[config.mk]
export PLATFORM = sky130hd
export DESIGN_NAME = branch_resolve_queue_flat
export DESIGN_NICKNAME = d
export VERILOG_FILES = /design/src/rtl/branch_resolve_queue_pkg.sv /design/src/rtl/branch_resolve_queue_if.sv /design/src/rtl/branch_resolve_queue.sv /design/src/flat_wrapper.sv
export SDC_FILE = /design/constraint.sdc
export NUM_CORES = 2
export LEC_CHECK = 0
export CORE_UTILIZATION = 45
export CTS_BUF_LIST = sky130_fd_sc_hd__clkbuf_16
export CTS_CLUSTER_DIAMETER = 40
export CTS_CLUSTER_SIZE = 16
export DETAILED_ROUTE_END_ITERATION = 6
export DONT_BUFFER_PORTS = 1
export PLACE_DENSITY_LB_ADDON = 0.25
export REMOVE_ABC_BUFFERS = 1
export SLEW_MARGIN = 20
export SYNTH_ARGS = -nofsm -noshare
export SYNTH_HDL_FRONTEND = slang
export SYNTH_SLANG_ARGS = --single-unit
[constraint.sdc]
create_clock -name clk -period 4.6 [get_ports clk]
set_clock_uncertainty 0.2 [all_clocks]
set_input_delay 0.46 -clock clk [delete_from_list [all_inputs] [get_ports clk]]
set_output_delay 0.46 -clock clk [all_outputs]
set_load 0.01 [all_outputs]
[src/rtl/branch_resolve_queue_pkg.sv]
// Shared entry layout and commit-time helpers for the branch resolve queue.
// Both helpers work on one queue entry.
package brq_pkg;

  localparam int BRQ_DEPTH_DEF = 8;

  typedef struct packed {
    logic        valid;
    logic        resolved;
    logic [31:0] pc;
    logic        pred_taken;
    logic [31:0] pred_target;
    logic        act_taken;
    logic [31:0] act_target;
  } brq_entry_t;

  // The predicted target only matters when the branch was actually taken.
  function automatic logic is_mispredict(input brq_entry_t e);
    return (e.pred_taken != e.act_taken) ||
           (e.act_taken && (e.pred_target != e.act_target));
  endfunction

  function automatic logic [31:0] redirect_of(input brq_entry_t e);
    return e.act_taken ? e.act_target : (e.pc + 32'd4);
  endfunction

endpackage

[src/rtl/branch_resolve_queue_if.sv]
// Fetch/branch-FU/predictor-update signal bundle of the branch resolve queue.
// Handshake: an alloc is accepted in a cycle where alloc_valid && alloc_ready; resolve has no back-pressure.
interface branch_resolve_queue_if #(
  parameter int DEPTH = 8
) ();
  localparam int TAG_W = $clog2(DEPTH);

  logic             alloc_valid;
  logic             alloc_ready;
  logic [31:0]      alloc_pc;
  logic             alloc_pred_taken;
  logic [31:0]      alloc_pred_target;
  logic [TAG_W-1:0] alloc_tag;
  logic             res_valid;
  logic [TAG_W-1:0] res_tag;
  logic             res_taken;
  logic [31:0]      res_target;
  logic             upd_valid;
  logic [31:0]      upd_pc;
  logic             upd_taken;
  logic             flush;
  logic [31:0]      redirect_pc;
  logic [TAG_W:0]   count;

  modport master (
    output alloc_valid, alloc_pc, alloc_pred_taken, alloc_pred_target,
    output res_valid, res_tag, res_taken, res_target,
    input  alloc_ready, alloc_tag, upd_valid, upd_pc, upd_taken,
    input  flush, redirect_pc, count
  );

  modport slave (
    input  alloc_valid, alloc_pc, alloc_pred_taken, alloc_pred_target,
    input  res_valid, res_tag, res_taken, res_target,
    output alloc_ready, alloc_tag, upd_valid, upd_pc, upd_taken,
    output flush, redirect_pc, count
  );
endinterface

[src/rtl/branch_resolve_queue.sv]
// In-order queue of in-flight branches: allocated by fetch, resolved out of order
// by the branch FU, committed from the head into the predictor update port.
module branch_resolve_queue
  import brq_pkg::*;
#(
  parameter int DEPTH = BRQ_DEPTH_DEF
) (
  input logic                  clk,
  input logic                  rst,
  branch_resolve_queue_if.slave brq
);

  localparam int TAG_W = $clog2(DEPTH);
  localparam int PW    = TAG_W + 1;

  brq_entry_t       ent_q [DEPTH];
  brq_entry_t       ent_d [DEPTH];
  logic [PW-1:0]    head_q, head_d;
  logic [PW-1:0]    tail_q, tail_d;
  logic             upd_valid_q, upd_valid_d;
  logic [31:0]      upd_pc_q, upd_pc_d;
  logic             upd_taken_q, upd_taken_d;
  logic             flush_q, flush_d;
  logic [31:0]      redirect_q, redirect_d;

  logic [TAG_W-1:0] head_idx;
  logic [TAG_W-1:0] tail_idx;
  brq_entry_t       head_e;
  brq_entry_t       res_e;
  logic             full;
  logic             commit;
  logic             commit_mp;
  logic             alloc_fire;
  logic             res_fire;

  assign head_idx = head_q[TAG_W-1:0];
  assign tail_idx = tail_q[TAG_W-1:0];
  assign head_e   = ent_q[head_idx];
  assign res_e    = ent_q[brq.res_tag];

  assign full      = (head_idx == tail_idx) && (head_q[TAG_W] != tail_q[TAG_W]);
  assign commit    = head_e.valid && head_e.resolved;
  assign commit_mp = commit && is_mispredict(head_e);

  // No bypass: a commit this cycle never makes room for an alloc into a full queue.
  assign brq.alloc_ready = !full && !commit_mp;
  assign alloc_fire      = brq.alloc_valid && brq.alloc_ready;
  assign res_fire        = brq.res_valid && res_e.valid && !res_e.resolved && !commit_mp;

  always_comb begin
    ent_d       = ent_q;
    head_d      = head_q;
    tail_d      = tail_q;
    upd_valid_d = commit;
    upd_pc_d    = upd_pc_q;
    upd_taken_d = upd_taken_q;
    flush_d     = commit_mp;
    redirect_d  = redirect_q;

    if (commit) begin
      upd_pc_d    = head_e.pc;
      upd_taken_d = head_e.act_taken;
      redirect_d  = redirect_of(head_e);
    end

    if (commit_mp) begin
      for (int i = 0; i < DEPTH; i++) begin
        ent_d[i].valid    = 1'b0;
        ent_d[i].resolved = 1'b0;
      end
      head_d = '0;
      tail_d = '0;
    end else begin
      if (commit) begin
        ent_d[head_idx].valid    = 1'b0;
        ent_d[head_idx].resolved = 1'b0;
        head_d = head_q + PW'(1);
      end
      if (res_fire) begin
        ent_d[brq.res_tag].resolved   = 1'b1;
        ent_d[brq.res_tag].act_taken  = brq.res_taken;
        ent_d[brq.res_tag].act_target = brq.res_target;
      end
      if (alloc_fire) begin
        ent_d[tail_idx].valid       = 1'b1;
        ent_d[tail_idx].resolved    = 1'b0;
        ent_d[tail_idx].pc          = brq.alloc_pc;
        ent_d[tail_idx].pred_taken  = brq.alloc_pred_taken;
        ent_d[tail_idx].pred_target = brq.alloc_pred_target;
        ent_d[tail_idx].act_taken   = 1'b0;
        ent_d[tail_idx].act_target  = '0;
        tail_d = tail_q + PW'(1);
      end
    end
  end

  always_ff @(posedge clk) begin
    if (rst) begin
      for (int i = 0; i < DEPTH; i++) begin
        ent_q[i] <= '0;
      end
      head_q      <= '0;
      tail_q      <= '0;
      upd_valid_q <= 1'b0;
      upd_pc_q    <= '0;
      upd_taken_q <= 1'b0;
      flush_q     <= 1'b0;
      redirect_q  <= '0;
    end else begin
      for (int i = 0; i < DEPTH; i++) begin
        ent_q[i] <= ent_d[i];
      end
      head_q      <= head_d;
      tail_q      <= tail_d;
      upd_valid_q <= upd_valid_d;
      upd_pc_q    <= upd_pc_d;
      upd_taken_q <= upd_taken_d;
      flush_q     <= flush_d;
      redirect_q  <= redirect_d;
    end
  end

  assign brq.alloc_tag   = tail_idx;
  assign brq.count       = tail_q - head_q;
  assign brq.upd_valid   = upd_valid_q;
  assign brq.upd_pc      = upd_pc_q;
  assign brq.upd_taken   = upd_taken_q;
  assign brq.flush       = flush_q;
  assign brq.redirect_pc = redirect_q;

endmodule
[src/flat_wrapper.sv]
// flat-port wrapper written by rule: the top's interface ports become plain ports
module branch_resolve_queue_flat import brq_pkg::*;
#(
  parameter int DEPTH = BRQ_DEPTH_DEF
)
  (clk, rst, brq_alloc_valid, brq_alloc_pc, brq_alloc_pred_taken, brq_alloc_pred_target, brq_res_valid, brq_res_tag, brq_res_taken, brq_res_target, brq_alloc_ready, brq_alloc_tag, brq_upd_valid, brq_upd_pc, brq_upd_taken, brq_flush, brq_redirect_pc, brq_count);
  branch_resolve_queue_if #(.DEPTH(DEPTH)) brq_i ();
  input logic clk;
  input logic rst;
  input wire logic [$bits(brq_i.alloc_valid)-1:0] brq_alloc_valid;
  input wire logic [$bits(brq_i.alloc_pc)-1:0] brq_alloc_pc;
  input wire logic [$bits(brq_i.alloc_pred_taken)-1:0] brq_alloc_pred_taken;
  input wire logic [$bits(brq_i.alloc_pred_target)-1:0] brq_alloc_pred_target;
  input wire logic [$bits(brq_i.res_valid)-1:0] brq_res_valid;
  input wire logic [$bits(brq_i.res_tag)-1:0] brq_res_tag;
  input wire logic [$bits(brq_i.res_taken)-1:0] brq_res_taken;
  input wire logic [$bits(brq_i.res_target)-1:0] brq_res_target;
  output wire logic [$bits(brq_i.alloc_ready)-1:0] brq_alloc_ready;
  output wire logic [$bits(brq_i.alloc_tag)-1:0] brq_alloc_tag;
  output wire logic [$bits(brq_i.upd_valid)-1:0] brq_upd_valid;
  output wire logic [$bits(brq_i.upd_pc)-1:0] brq_upd_pc;
  output wire logic [$bits(brq_i.upd_taken)-1:0] brq_upd_taken;
  output wire logic [$bits(brq_i.flush)-1:0] brq_flush;
  output wire logic [$bits(brq_i.redirect_pc)-1:0] brq_redirect_pc;
  output wire logic [$bits(brq_i.count)-1:0] brq_count;
  assign brq_i.alloc_valid = brq_alloc_valid;
  assign brq_i.alloc_pc = brq_alloc_pc;
  assign brq_i.alloc_pred_taken = brq_alloc_pred_taken;
  assign brq_i.alloc_pred_target = brq_alloc_pred_target;
  assign brq_i.res_valid = brq_res_valid;
  assign brq_i.res_tag = brq_res_tag;
  assign brq_i.res_taken = brq_res_taken;
  assign brq_i.res_target = brq_res_target;
  assign brq_alloc_ready = brq_i.alloc_ready;
  assign brq_alloc_tag = brq_i.alloc_tag;
  assign brq_upd_valid = brq_i.upd_valid;
  assign brq_upd_pc = brq_i.upd_pc;
  assign brq_upd_taken = brq_i.upd_taken;
  assign brq_flush = brq_i.flush;
  assign brq_redirect_pc = brq_i.redirect_pc;
  assign brq_count = brq_i.count;
  branch_resolve_queue #(.DEPTH(DEPTH)) u_core (.clk(clk), .rst(rst), .brq(brq_i));
endmodule
Word level (Yosys, flattened, before mapping)
Cells that the tools add are included.
W data, S select, Z words.
- logic and storage cells: 145
- flip-flop bits (word level): 875
- input bits: 105
- output and inout port bits: 75
- add/subtract/negate cells: 4
- eq/ne operators: 4
- bitwise logic cells: 3
- order comparisons: 6
- mux-type cells: 48
- reductions and logical operators: 17
- operator list (operator ; count):
    $bwmux W800 ; 12
    $mux W800 ; 5
    $demux W100 S3 ; 12
    $bmux W100 S3 ; 2
    $mux W100 ; 6
    $mux W99 ; 3
    $mux W98 ; 1
    $mux W32 ; 3
    $mux W33 ; 2
    $mux W66 ; 1
    $mux W65 ; 1
    $add A32 B3 Y32 const B ; 1
    $ne A32 B32 Y1 ; 1
    $ge A4 B4 Y1 const B ; 3
    $logic_and A1 B1 Y1 ; 12
    $lt A4 B1 Y1 const B ; 3
    $not A3 Y4 ; 3
    $add A4 B1 Y4 const B ; 2
    $sub A4 B4 Y4 ; 1
    $eq A3 B3 Y1 ; 1
    $logic_not A1 Y1 ; 3
    $ne A1 B1 Y1 ; 2
    $reduce_or A2 Y1 ; 1
    $logic_or A1 B1 Y1 ; 1

Depth between registers and ports, before layout
- depth in word-level cells: 22
- depth in mapped cells: 19
- gate-level depth less buffers: 10

Least setup slack after synthesis
OpenSTA, ideal clock, no wires.
- path type: register -> register
- start: register u_core.head_q[1]
- end: register u_core.ent_q[21] in the netlist's numbering
- cell stages (with the launch flop): 19
- buffers on the path: 9
- data arrival time: 4.038 ns
- library setup time: 0.117 ns
- data required time: 4.283 ns
- path slack: 0.244 ns
- period minus slack after synthesis: 4.356 ns
- cell sequence: dfxtp_1 buf_2 buf_4 inv_1 buf_2 buf_2 clkbuf_1 buf_2 buf_1 ha_1 and4_1 nor2b_1 nand2_1 nor2_1 o21ai_0 o211a_1 clkbuf_1 clkbuf_1 a32o_1
- longest elaborated chain between the ends: 20
- elaborated cells on any way between the ends: 36
- classes of those cells: eq/ne (3); mux (22); bitwise (1); reduce/logical (10)
- RTL lines (what ; line ; source):
    from (decl) ; branch_resolve_queue.sv:18 ; logic [PW-1:0] head_q, head_d;
    from (signal assigned) ; branch_resolve_queue.sv:102 ; head_q <= '0;
    from (signal assigned) ; branch_resolve_queue.sv:113 ; head_q <= head_d;
    $not A3 Y4 (implied by the code) ; branch_resolve_queue.sv:38, branch_resolve_queue.sv:75, branch_resolve_queue.sv:76 ;
    $bmux W100 S3 ; branch_resolve_queue.sv:38 ; assign head_e = ent_q[head_idx];
    $mux W100 (implied by the code) (2 in series) ; branch_resolve_queue.sv:38 ;
    $ne A32 B32 Y1 or $logic_and A1 B1 Y1 (tied branches) ; branch_resolve_queue_pkg.sv:20, branch_resolve_queue.sv:42 ;
    $logic_and A1 B1 Y1 or $mux W800 (tied branches) ; branch_resolve_queue_pkg.sv:20, branch_resolve_queue.sv:74 ;
    $logic_or A1 B1 Y1 or $mux W800 (tied branches) ; branch_resolve_queue_pkg.sv:19, branch_resolve_queue.sv:66 ;
    $logic_and A1 B1 Y1 or $bwmux W800 (tied branches) ; branch_resolve_queue.sv:43, branch_resolve_queue.sv:80 ;
    $logic_not A1 Y1 or $bwmux W800 (tied branches) ; branch_resolve_queue.sv:46, branch_resolve_queue.sv:48, branch_resolve_queue.sv:81 ;
    [... 3 more ...] ; -- ;
    $bwmux W800 ; branch_resolve_queue.sv:85 ; ent_d[tail_idx].valid = 1'b1;
    $bwmux W800 ; branch_resolve_queue.sv:86 ; ent_d[tail_idx].resolved = 1'b0;
    $bwmux W800 ; branch_resolve_queue.sv:87 ; ent_d[tail_idx].pc = brq.alloc_pc;
    $bwmux W800 ; branch_resolve_queue.sv:88 ; ent_d[tail_idx].pred_taken = brq.alloc_pred_taken;
    $bwmux W800 ; branch_resolve_queue.sv:89 ; ent_d[tail_idx].pred_target = brq.alloc_pred_target;
    $bwmux W800 ; branch_resolve_queue.sv:90 ; ent_d[tail_idx].act_taken = 1'b0;
    $bwmux W800 ; branch_resolve_queue.sv:91 ; ent_d[tail_idx].act_target = '0;
    $mux W800 ; branch_resolve_queue.sv:84 ; if (alloc_fire) begin
    to (signal, indexed assignment) ; branch_resolve_queue.sv:111 ; ent_q[i] <= ent_d[i];
    to (decl) ; branch_resolve_queue.sv:16 ; brq_entry_t ent_q [DEPTH];
Parallel ways exist; a longest one is shown, timed or not. The select of a mux whose other input is x is not followed.
A chain may end at the register's enable or synchronous reset.

Final worst setup path
- start: register u_core.head_q[0]
- end: output port brq_alloc_ready
- longest elaborated chain between the ends: 10
- elaborated cells on any way between the ends: 15
- classes of those cells: eq/ne (3); mux (3); bitwise (1); reduce/logical (8)
- RTL lines (what ; line ; source):
    $not A3 Y4 (implied by the code) ; branch_resolve_queue.sv:38 ;
    $bmux W100 S3 ; branch_resolve_queue.sv:38 ;
    $mux W100 (implied by the code) (2 in series) ; branch_resolve_queue.sv:38 ;
    $ne A32 B32 Y1 ; branch_resolve_queue_pkg.sv:20 ; (e.act_taken && (e.pred_target != e.act_target));
    $logic_and A1 B1 Y1 ; branch_resolve_queue_pkg.sv:20 ;
    $logic_or A1 B1 Y1 ; branch_resolve_queue_pkg.sv:19 ; return (e.pred_taken != e.act_taken) ||
    $logic_and A1 B1 Y1 ; branch_resolve_queue.sv:43 ; assign commit_mp = commit && is_mispredict(head_e);
    $logic_not A1 Y1 ; branch_resolve_queue.sv:46 ; assign brq.alloc_ready = !full && !commit_mp;
    $logic_and A1 B1 Y1 * ; branch_resolve_queue.sv:46 ;
    to (decl) ; flat_wrapper.sv:18 ; output wire logic [$bits(brq_i.alloc_ready)-1:0] brq_alloc_ready;
Every way passes the cells marked *; elsewhere a longest branch is shown, timed or not. The select of a mux whose other input is x is not followed.

==> impl_metrics.json <==
{
  "drc": 0,
  "layout-drive-gt1-share": 0.165,
  "synthCells": 4103,
  "dieArea_mm2": 0.0887,
  "cp_data_required_time_ns": 3.94,
  "finalCritPeriodShare": 1.01,
  "power_density_mw_per_mm2": 388,
  "antenna_found_initial": 5,
  "grt_first_pass_wirelength_um": 224000,
  "dpl_worst_slack_ns": 0.147,
  "wl_per_cell_um": 27.9,
  "holdCritPathClass": "in2reg",
  "synth_edf_count": 0,
  "area.growth.synth_to_final_pct": 22.0,
  "synth_cell_type_count": 86,
  "p_sw_uw": 4780,
  "yosysSeqAreaShare": 0.445,
  "core_mm2": 0.0868,
  "arrival_ns": 3.98,
  "final_antenna_net_count": 0,
  "critPathBufInv": 5,
  "io_buffer_count": 0,
  "crit_chain": "buf_12, buf_6, buf_4, nor2b_4, buf_12, a22oi_1, o211ai_1, a21oi_2, nand4bb_1, or4_4, nor3_4, nor2_4, nor2_1, buf_4",
  "cp_top_family": "simple AND/OR/NAND/NOR gates",
  "cts_root_buffer": "clkbuf_16",
  "gp_congestion": 0.945,
  "synthFlopType": "dfxtp_1",
  "first_pass_iters": 6,
  "worst_slack_ns": -0.0355,
  "htreeDepth": 3,
  "grt_util_met1": 0.453,
  "worst_slew_pin_slew_ns": 1.13,
  "viasPerCell": 6.53,
  "intPower_uw": 13900,
  "grt_use_met3": 0.0699,
  "num_rows": 108,
  "track_usage": 0.329,
  "drt_wl_total_um": 151000,
  "peakVddDrop_mv": 0.306,
  "start_kind": "flop",
  "pwr-share-comb": 0.061,
  "crit_path_top_delay_cell": "or4_4",
  "drtIter0Drc": 4758,
  "die_h_um": 298,
  "grt_busiest_layer": "met2",
  "num_vias": 35400,
  "status": "complete, but fails checks",
  "drv_slew": 0,
  "insertion_delay_ns": 0.72,
  "cp_max_fo": 8,
  "io_pins": 180,
  "num-nets-final": 4274,
  "clock_path_buffers": 3,
  "finalSetupViolations": 1,
  "cts_buffers": 120,
  "start_util": 0.454,
  "netlist_area_mm2": 0.0394,
  "slowest_delay_ns": 0.60,
  "overflow": 0,
  "hold-worst-slack_ns": 0.0523,
  "period_needed_ns": 4.64,
  "leakage_uw": 0.0186,
  "hold_viol": 0,
  "cp-end-kind": "output port",
  "fmax_mhz": 216,
  "critPathKind": "reg2out",
  "ys_ff_latch": 875,
  "path_clk_slew_ns": 0.06,
  "clkSinkCount": 875,
  "nFillCells": 7666,
  "layout_commonest_cell": "dfxtp_1",
  "yosys_warnings": 0,
  "die_x_um": 298,
  "final_cell_mix": "dfxtp_1 (872), nand2_1 (546), mux2i_1 (452)",
  "seqPwrFrac": 0.414,
  "dp_hpwl_um": 93200,
  "avgSynthCellArea_um2": 9.60,
  "async_flop_share": 0,
  "cts_tree": "yes",
  "grt_pass1_vias": 33300,
  "switching_share": 0.256,
  "violations": "negative setup slack",
  "max-slew-margin-rel": 0.246,
  "grt_max_degree": 127,
  "fin_tns_setup_ns": -0.0355,
  "power.total_uw": 18700,
  "use_met2": 0.493,
  "max_cap_violations": 0,
  "p_clk_frac": 0.525
}
[registers in the layout, indices dropped and copies added, names as in the netlist]
| register | count |
|---|---|
| u_core.brq.upd_taken | 1 |
| u_core.brq.upd_pc | 32 |
| u_core.brq.redirect_pc | 32 |
| u_core.head_q | 4 |
| u_core.tail_q | 4 |
| u_core.brq.upd_valid | 1 |
| u_core.ent_q | 800 |
| u_core.brq.flush | 1 |
[worst paths after layout]
kind / end / cells after the start / start / slack (ns)
min: u_core.ent_q[209]$_SDFFE_PP0P_ / 3 / brq_res_tag[2] / 0.05
min reg2reg: u_core.ent_q[137]$_SDFFE_PP0P_ / 2 / u_core.ent_q[137]$_SDFFE_PP0P_ / 0.26
max reg2reg: u_core.brq.redirect_pc[28]$_SDFFE_PP0P_ / 14 / u_core.head_q[1]$_SDFFE_PP0P_ / 0.11
max: brq_alloc_ready / 14 / u_core.head_q[0]$_SDFFE_PP0P_ / -0.04
[stage by stage]
stage / utilization / instances / instance area (um2)
after floorplan: - / 3673 / 37500
after global placement: 0.481 / 5050 / 41700
after global routing: 0.554 / 5426 / 48000
after detailed placement: 0.481 / 5050 / 41700
after CTS: 0.548 / 5408 / 47600
final: 0.554 / 5427 / 48000
[metal layers]
metal,vias up,routed length [um],part of all wire
met1,17600,63200,0.42
li1,15500,-,-
met4,6,6670,0.044
met3,341,15700,0.10
met2,1987,65800,0.43
met5,-,38,0.00025
[synthesized netlist by cell type, types with 14 or more instances]
cell       instances  area share
buf_2             89       0.011
a211oi_1          64       0.012
mux2_2            66       0.019
o2bb2ai_1        114       0.025
nor4_1            20      0.0032
nand2_1          550       0.052
mux2i_1          456        0.12
a32o_1           126       0.032
a21oi_1           71      0.0090
mux4_2            59       0.034
a2bb2o_1          16      0.0041
nand4_1          215       0.034
dfxtp_1          875        0.44
o21ai_0          262       0.033
inv_1             14      0.0013
buf_4             20      0.0038
a31oi_1           59      0.0094
nand3_1          107       0.014
xnor2_1           51       0.011
xor2_1            36      0.0080
buf_1             59      0.0056
nor2_1           110       0.010
o22ai_1           20      0.0032
clkbuf_1         243       0.023
a22o_1            15      0.0033
a22oi_1           87       0.017
a221oi_1          39      0.0087
nor3_1            43      0.0055
[power groups by stage]
stage | registers (uW) | logic [uW] | clock network [uW]
after floorplan | 7880 | 529 | 0
after global placement | 7890 | 915 | 0
after global routing | 7740 | 1180 | 10200
after detailed placement | 7890 | 920 | 0
final | 7730 | 1130 | 9790
after CTS | 7730 | 1090 | 9850
[kinds of logic (layout without fill, tap and decap cells)]
group,after synthesis,after routing,synth area share
compound gates,973,973,0.179
xor+xnor,87,87,0.0193
fa+ha+maj,7,7,0.00241
buf+inv,446,613,0.0493
flops,875,875,0.445
mux,582,582,0.169
other cells,0,2,0
simple gates,1133,1133,0.137
[worst register-to-register path: stages, from the launching register on]
cell       delay, ns
dfxtp_4         0.38
clkbuf_4        0.20
buf_4           0.18
bufbuf_16       0.35
buf_4           0.37
mux2_2          0.23
a221oi_1        0.08
o22a_1          0.34
nor4b_1         0.62
nand3_1         0.31
nor2_1          0.19
nor4b_1         0.38
buf_4           0.19
xor2_1          0.21
a211oi_1        0.10
[cell type report]
| cell class | instances | area [um2] | area share |
|---|---|---|---|
| timing repair buffer | 367 | 4280 | 0.0890 |
| multi-input combinational | 2782 | 20400 | 0.426 |
| clock inverter | 110 | 1260 | 0.0263 |
| antenna | 2 | 5.00 | 0.000104 |
| tap | 1155 | 1450 | 0.0301 |
| clock buffer | 120 | 3000 | 0.0625 |
| sequential | 875 | 17500 | 0.365 |
| inverter | 16 | 72.6 | 0.00151 |
[timing repair]
action / CTS / global route
endpoints found under the setup margin: 1 / 1
buffers inserted: 22 / 14
gates resized for setup: 31 / 50
hold endpoints to repair: 847 / 0
pin swaps: 7 / 11
gates cloned: 3 / 4
hold buffers: 103 / 0
Note: power is estimated with default switching activity, not from simulation.
